==> src/rtl/mc_pwr_pkg.sv <==
// Shared types for the memory-controller power sequencer: state encoding,
// the five-bit control vector, and the per-state output table.
package mc_pwr_pkg;

   typedef enum logic [3:0] {
      ST_ON, ST_GATE, ST_SAVE, ST_ISO, ST_PDN, ST_OFF,
      ST_PUP, ST_STL, ST_RST, ST_RSTE, ST_FAULT
   } mc_pwr_state_e;

   typedef struct packed {
      logic pwr;
      logic save;
      logic restore;
      logic iso;
      logic clk_gate;
   } mc_pwr_ctrl_t;

   localparam mc_pwr_ctrl_t MC_PWR_CTRL_ON    = '{pwr: 1'b1, save: 1'b0, restore: 1'b1, iso: 1'b0, clk_gate: 1'b1};
   localparam mc_pwr_ctrl_t MC_PWR_CTRL_GATE  = '{pwr: 1'b1, save: 1'b0, restore: 1'b1, iso: 1'b0, clk_gate: 1'b0};
   localparam mc_pwr_ctrl_t MC_PWR_CTRL_SAVE  = '{pwr: 1'b1, save: 1'b1, restore: 1'b1, iso: 1'b0, clk_gate: 1'b0};
   localparam mc_pwr_ctrl_t MC_PWR_CTRL_ISO   = '{pwr: 1'b1, save: 1'b0, restore: 1'b1, iso: 1'b1, clk_gate: 1'b0};
   localparam mc_pwr_ctrl_t MC_PWR_CTRL_PDN   = '{pwr: 1'b0, save: 1'b0, restore: 1'b1, iso: 1'b1, clk_gate: 1'b0};
   localparam mc_pwr_ctrl_t MC_PWR_CTRL_OFF   = '{pwr: 1'b0, save: 1'b0, restore: 1'b1, iso: 1'b1, clk_gate: 1'b0};
   localparam mc_pwr_ctrl_t MC_PWR_CTRL_PUP   = '{pwr: 1'b1, save: 1'b0, restore: 1'b1, iso: 1'b1, clk_gate: 1'b0};
   localparam mc_pwr_ctrl_t MC_PWR_CTRL_STL   = '{pwr: 1'b1, save: 1'b0, restore: 1'b1, iso: 1'b1, clk_gate: 1'b0};
   localparam mc_pwr_ctrl_t MC_PWR_CTRL_RST   = '{pwr: 1'b1, save: 1'b0, restore: 1'b0, iso: 1'b1, clk_gate: 1'b0};
   localparam mc_pwr_ctrl_t MC_PWR_CTRL_RSTE  = '{pwr: 1'b1, save: 1'b0, restore: 1'b1, iso: 1'b1, clk_gate: 1'b0};
   localparam mc_pwr_ctrl_t MC_PWR_CTRL_FAULT = '{pwr: 1'b1, save: 1'b0, restore: 1'b1, iso: 1'b1, clk_gate: 1'b0};

   localparam mc_pwr_ctrl_t MC_PWR_RESET = MC_PWR_CTRL_ON;

   function automatic mc_pwr_ctrl_t mc_pwr_ctrl(input mc_pwr_state_e state);
      case (state)
         ST_ON:    return MC_PWR_CTRL_ON;
         ST_GATE:  return MC_PWR_CTRL_GATE;
         ST_SAVE:  return MC_PWR_CTRL_SAVE;
         ST_ISO:   return MC_PWR_CTRL_ISO;
         ST_PDN:   return MC_PWR_CTRL_PDN;
         ST_OFF:   return MC_PWR_CTRL_OFF;
         ST_PUP:   return MC_PWR_CTRL_PUP;
         ST_STL:   return MC_PWR_CTRL_STL;
         ST_RST:   return MC_PWR_CTRL_RST;
         ST_RSTE:  return MC_PWR_CTRL_RSTE;
         default:  return MC_PWR_CTRL_FAULT;
      endcase
   endfunction

   function automatic int max3(input int a, input int b, input int c);
      int m;
      m = (a > b) ? a : b;
      return (m > c) ? m : c;
   endfunction

endpackage

==> src/rtl/mc_pwr_ack_sync.sv <==
// Two-flop synchroniser for the domain supply acknowledge. Resets high so a
// powered domain is assumed until the real ack has been sampled.
module mc_pwr_ack_sync (
   input  logic clk,
   input  logic reset,
   input  logic ack,
   output logic ack_sync
);

   logic meta;

   // NOTE: sequential state uses non-blocking assignments so both flops
   // sample the pre-edge values and the chain really is two stages deep.
   always_ff @(posedge clk or posedge reset) begin
      if (reset) begin
         meta     <= 1'b1;
         ack_sync <= 1'b1;
      end else begin
         meta     <= ack;
         ack_sync <= meta;
      end
   end

endmodule

==> src/rtl/mc_power_sequencer.sv <==
// Power-down / power-up sequencer for the memory-controller domain. All
// outputs are registered from the next-state decode.
module mc_power_sequencer #(
   parameter int OFF_MIN     = 16,
   parameter int SETTLE      = 4,
   parameter int ACK_TIMEOUT = 64
) (
   input  logic clk,
   input  logic reset,
   input  logic sleep_req,
   input  logic wake_req,
   input  logic mc_pwr_ack,
   output logic mc_pwr,
   output logic mc_save,
   output logic mc_restore,
   output logic mc_iso,
   output logic mc_clk_gate,
   output logic mc_off,
   output logic busy,
   output logic err
);

   import mc_pwr_pkg::*;

   localparam int TW = $clog2(max3(OFF_MIN, SETTLE, ACK_TIMEOUT)) + 1;
   typedef logic [TW-1:0] timer_t;

   localparam timer_t OFF_LAST    = timer_t'(OFF_MIN - 1);
   localparam timer_t SETTLE_LAST = timer_t'(SETTLE - 1);
   localparam timer_t ACK_LAST    = timer_t'(ACK_TIMEOUT - 1);

   mc_pwr_state_e state, state_next;
   timer_t        timer;
   logic          err_next;
   logic          ack_sync;

   mc_pwr_ack_sync u_ack_sync (
      .clk      (clk),
      .reset    (reset),
      .ack      (mc_pwr_ack),
      .ack_sync (ack_sync)
   );

   // Timer restarts at 0 on every state change and saturates instead of wrapping.
   always_ff @(posedge clk or posedge reset) begin
      if (reset) begin
         state <= ST_ON;
         timer <= '0;
         {mc_pwr, mc_save, mc_restore, mc_iso, mc_clk_gate} <= MC_PWR_RESET;
         mc_off <= 1'b0;
         busy   <= 1'b0;
         err    <= 1'b0;
      end else begin
         state <= state_next;
         if (state_next != state)
            timer <= '0;
         else if (timer != '1)
            timer <= timer + TW'(1);
         {mc_pwr, mc_save, mc_restore, mc_iso, mc_clk_gate} <= mc_pwr_ctrl(state_next);
         mc_off <= (state_next == ST_OFF);
         busy   <= (state_next != ST_ON) && (state_next != ST_OFF);
         err    <= err_next;
      end
   end

   // NOTE: every signal written here gets its default first, so no path
   // through the case can leave it unassigned and infer a latch.
   always_comb begin
      state_next = state;
      err_next   = err;
      case (state)
         ST_ON:   if (sleep_req) state_next = ST_GATE;
         ST_GATE: state_next = ST_SAVE;
         ST_SAVE: state_next = ST_ISO;
         ST_ISO:  state_next = ST_PDN;
         ST_PDN: begin
            if (!ack_sync) begin
               state_next = ST_OFF;
            end else if (timer >= ACK_LAST) begin
               state_next = ST_OFF;
               err_next   = 1'b1;
            end
         end
         ST_OFF:  if (timer >= OFF_LAST && wake_req) state_next = ST_PUP;
         ST_PUP: begin
            if (ack_sync) begin
               state_next = ST_STL;
            end else if (timer >= ACK_LAST) begin
               state_next = ST_FAULT;
               err_next   = 1'b1;
            end
         end
         // Losing the supply while settling is treated like a missed ack.
         ST_STL: begin
            if (!ack_sync) begin
               state_next = ST_FAULT;
               err_next   = 1'b1;
            end else if (timer >= SETTLE_LAST) begin
               state_next = ST_RST;
            end
         end
         ST_RST:  state_next = ST_RSTE;
         ST_RSTE: state_next = ST_ON;
         default: state_next = ST_FAULT;
      endcase
   end

endmodule

==> config.mk <==
export PLATFORM = sky130hd
export DESIGN_NAME = mc_power_sequencer
export DESIGN_NICKNAME = d
export VERILOG_FILES = /design/src/rtl/mc_pwr_pkg.sv /design/src/rtl/mc_pwr_ack_sync.sv /design/src/rtl/mc_power_sequencer.sv
export SDC_FILE = /design/constraint.sdc
export NUM_CORES = 1
export LEC_CHECK = 0
export CAP_MARGIN = 0
export CORE_ASPECT_RATIO = 1.5
export CORE_UTILIZATION = 50
export DETAILED_ROUTE_END_ITERATION = 8
export PLACE_DENSITY = 0.72
export SLEW_MARGIN = 20
export SYNTH_ARGS = -nofsm -noshare
export SYNTH_HDL_FRONTEND = slang
export SYNTH_SLANG_ARGS = --single-unit
==> constraint.sdc <==
create_clock -name clk -period 2.9 [get_ports clk]
set_clock_uncertainty 0.2 [all_clocks]
set_input_delay 0.58 -clock clk [delete_from_list [all_inputs] [get_ports clk]]
set_output_delay 0.58 -clock clk [all_outputs]
set_load 0.1 [all_outputs]
==> results.txt, run 1 <==
outcome: completed
initial core utilization: 54.3%
Max-Cap Viols: 0
row cnt: 21
Synthesis Warnings: 0
Synth Cell Area: 0.00126 mm2
CP arrival: 2.51 ns
number of vias per cell: 6.48
First DRT Iteration DRCs: 28
Max Fanout on Critical Path: 8
commonest cells after routing, fill and taps aside: dfrtp_1, buf_4, nand2_1, nor3_2
Post-Synthesis Cells: 113
Clock Tree Buf Depth: 2
Total Wirelength: 2.50 mm
global-route wire length before repair: 4.03 mm
# H-tree levels: 1
sequential share of the synthesized area: 42.3%
Nets: 131
unrepaired setup endpoints after global routing: no
reg-to-reg slack, setup: 0.38 ns
Worst setup SP type: flip-flop
multi-input logic area: 652 um2
RR Startpoint: timer[0]
CTS Root Cell: clkbuf_4
Setup crit end kind: flip-flop
post-route ant nets: 0
post-synth top area cell: dfrtp_1
asr flop ratio synth: 100%
# diodes: 0
register area: 532 um2
largest net degree at the start of global routing: 22
later-pin clock latency in the skew report: 0.30 ns
hold wc startpoint: u_ack_sync.meta
Final min period: 2.52 ns
relative slew slack: 48.6%
Pre-Repair DR Iteration Count: 4
Port Buffers: 12
Post-synth EDFFs: 0
FF-to-FF End: busy
Via Count: 952
number of synthesized register bits: 21
die area: 0.00272 mm2
drt wl/cell: 17.0 um
CP Class: reg2reg
number of remaining DRC errors: 0
Final Hold Vio Count: 0
Slew @ Worst Pin: 0.770 ns
number of gates resized after cts: 0
Worst Hold Depth: 0
Die H: 63.4 um
Fmax: 396 MHz
Most used DFF post-synth: dfrtp_1
clock sink count: 21
Post-Syn Area per Cell: 11.1 um2
Final Core Density: 59.1%
postcts setup bufs: 0
Netlist cell types: 54
Slew Limit Fails: 0
Yosys top cell area share: 31.9%
initial antenna violation count: 0
Post-Syn Nets: 119
most common cell after layout, fill and taps aside: dfrtp_1
TNS Setup: 0 ns
area grow syn2layout: 8.76%
Overflow after GRT: 0
worst hold path class: reg2reg
Clock Pin Slew Worst Setup and Hold Paths: 0.12 ns
HPWL after DPL: 1.81 mm
layout cells sized above 1: 37.1%
IO Count: 13
vias in the first global route: 916
WHS Endpoint: u_ack_sync.ack_sync
CTS tree: yes
fill count: 192
main area contributors after synthesis: dfrtp_1, dfstp_2, nor3_2, mux2i_1, clkbuf_8
die width: 42.9 um
total CTS buffers: 3
Final Setup Violations: 0
core area: 0.00231 mm2
crit share post-route: 87.0%
Hold-fix buffers, CTS: 0
RePlAce Congestion: 0.812
worst reg2reg path depth: 6
GR Util All Layers: 19.5%
worst endpoint required time: 2.89 ns
critical path, cell delays in order (launching register included):
cell	delay (ns)
dfrtp_1	0.46
ha_1	0.33
a2111o_1	0.47
nor3_1	0.15
a211oi_1	0.10
a21bo_2	0.28
o41a_1	0.42
cells in the mapped netlist, types with 2 or more instances:
library cell,instances
a211o_2,2
a211oi_1,2
a21oi_1,4
and3_1,3
buf_2,2
clkbuf_8,2
dfrtp_1,16
dfstp_2,5
inv_1,5
mux2i_1,3
nand2_1,7
nand2b_1,4
nand3_1,3
nor2_1,2
nor3_1,3
nor3_2,7
nor4_1,2
o21ai_0,4
xnor2_1,2
per-stage QoR:
stage / worst slack [ns] / hold slack (ns) / area, um2 / cells
2_1_floorplan: 0.559 / 0.145 / 1260 / 113
3_3_place_gp: 0.409 / 0.147 / 1340 / 143
3_5_place_dp: 0.386 / 0.160 / 1340 / 143
4_1_cts: 0.384 / 0.179 / 1370 / 147
5_1_grt: 0.253 / 0.191 / 1370 / 147
6_report: 0.376 / 0.169 / 1370 / 147
metal layers:
metal  share of wire (%)  up-vias  global-route usage (%)  wire length (um)
li1                    -      447                       -                 -
met1                  41      471                    24.4              1040
met2                  52       26                    30.5              1300
met3                 3.4        8                    2.87                86
met4                 3.0        0                    12.9                74
met5                   0        -                       0                 0
cell families (layout without fill, tap and decap cells):
group                      Yosys count  after routing  share of synthesized area [%]
and+or+nand+nor                     41             41                           22.4
adders and majority gates            1              1                          0.996
xor gates and xnor gates             2              2                           1.39
DFF                                 21             21                           42.3
muxes                                3              3                           2.39
AOI/OAI and AO/OA                   34             34                           24.7
buffers and inverters               11             22                           5.78
worst max-delay path by stage:
stage | cells after the start | from | end | slack [ns]
after detailed placement | 7 | sleep_req | busy | 0.39
after global placement | 7 | sleep_req | busy | 0.41
after global routing | 5 | timer[0] | mc_iso | 0.25
final | 6 | timer[0] | busy | 0.38
after floorplan | 7 | timer[0] | busy | 0.56
after CTS | 6 | timer[0] | busy | 0.38
layout make-up:
class / count / area share (%)
inverters: 6 / 1.74
well taps: 23 / 2.11
multi-input cells: 81 / 47.7
flip-flops and latches: 21 / 38.9
clock buffers: 3 / 1.65
clock inverters: 1 / 0.549
repair buffers: 12 / 7.33
flip-flops by register name, summed over array words and instances, names as in the netlist:
signal               cells
busy                     1
err                      1
mc_clk_gate              1
mc_iso                   1
mc_off                   1
mc_pwr                   1
mc_restore               1
mc_save                  1
state                    4
timer                    7
u_ack_sync.ack_sync      1
u_ack_sync.meta          1
Power of run 1 is left out: the tool's default activity adds up to more than one toggle a clock period on the data nets, which glitch-free logic cannot reach.
==> inputs of run 2 (changes only) <==
--- a/config.mk
+++ b/config.mk
@@ -9,6 +9,7 @@
 export CORE_ASPECT_RATIO = 1.5
 export CORE_UTILIZATION = 50
 export DETAILED_ROUTE_END_ITERATION = 8
+export GPL_ROUTABILITY_DRIVEN = 1
 export PLACE_DENSITY = 0.72
 export SLEW_MARGIN = 20
 export SYNTH_ARGS = -nofsm -noshare
==> results of run 2 <==
No change in the layout: final DEF, timing and power equal those of run 1.
Power of run 2 is left out for the same reason.
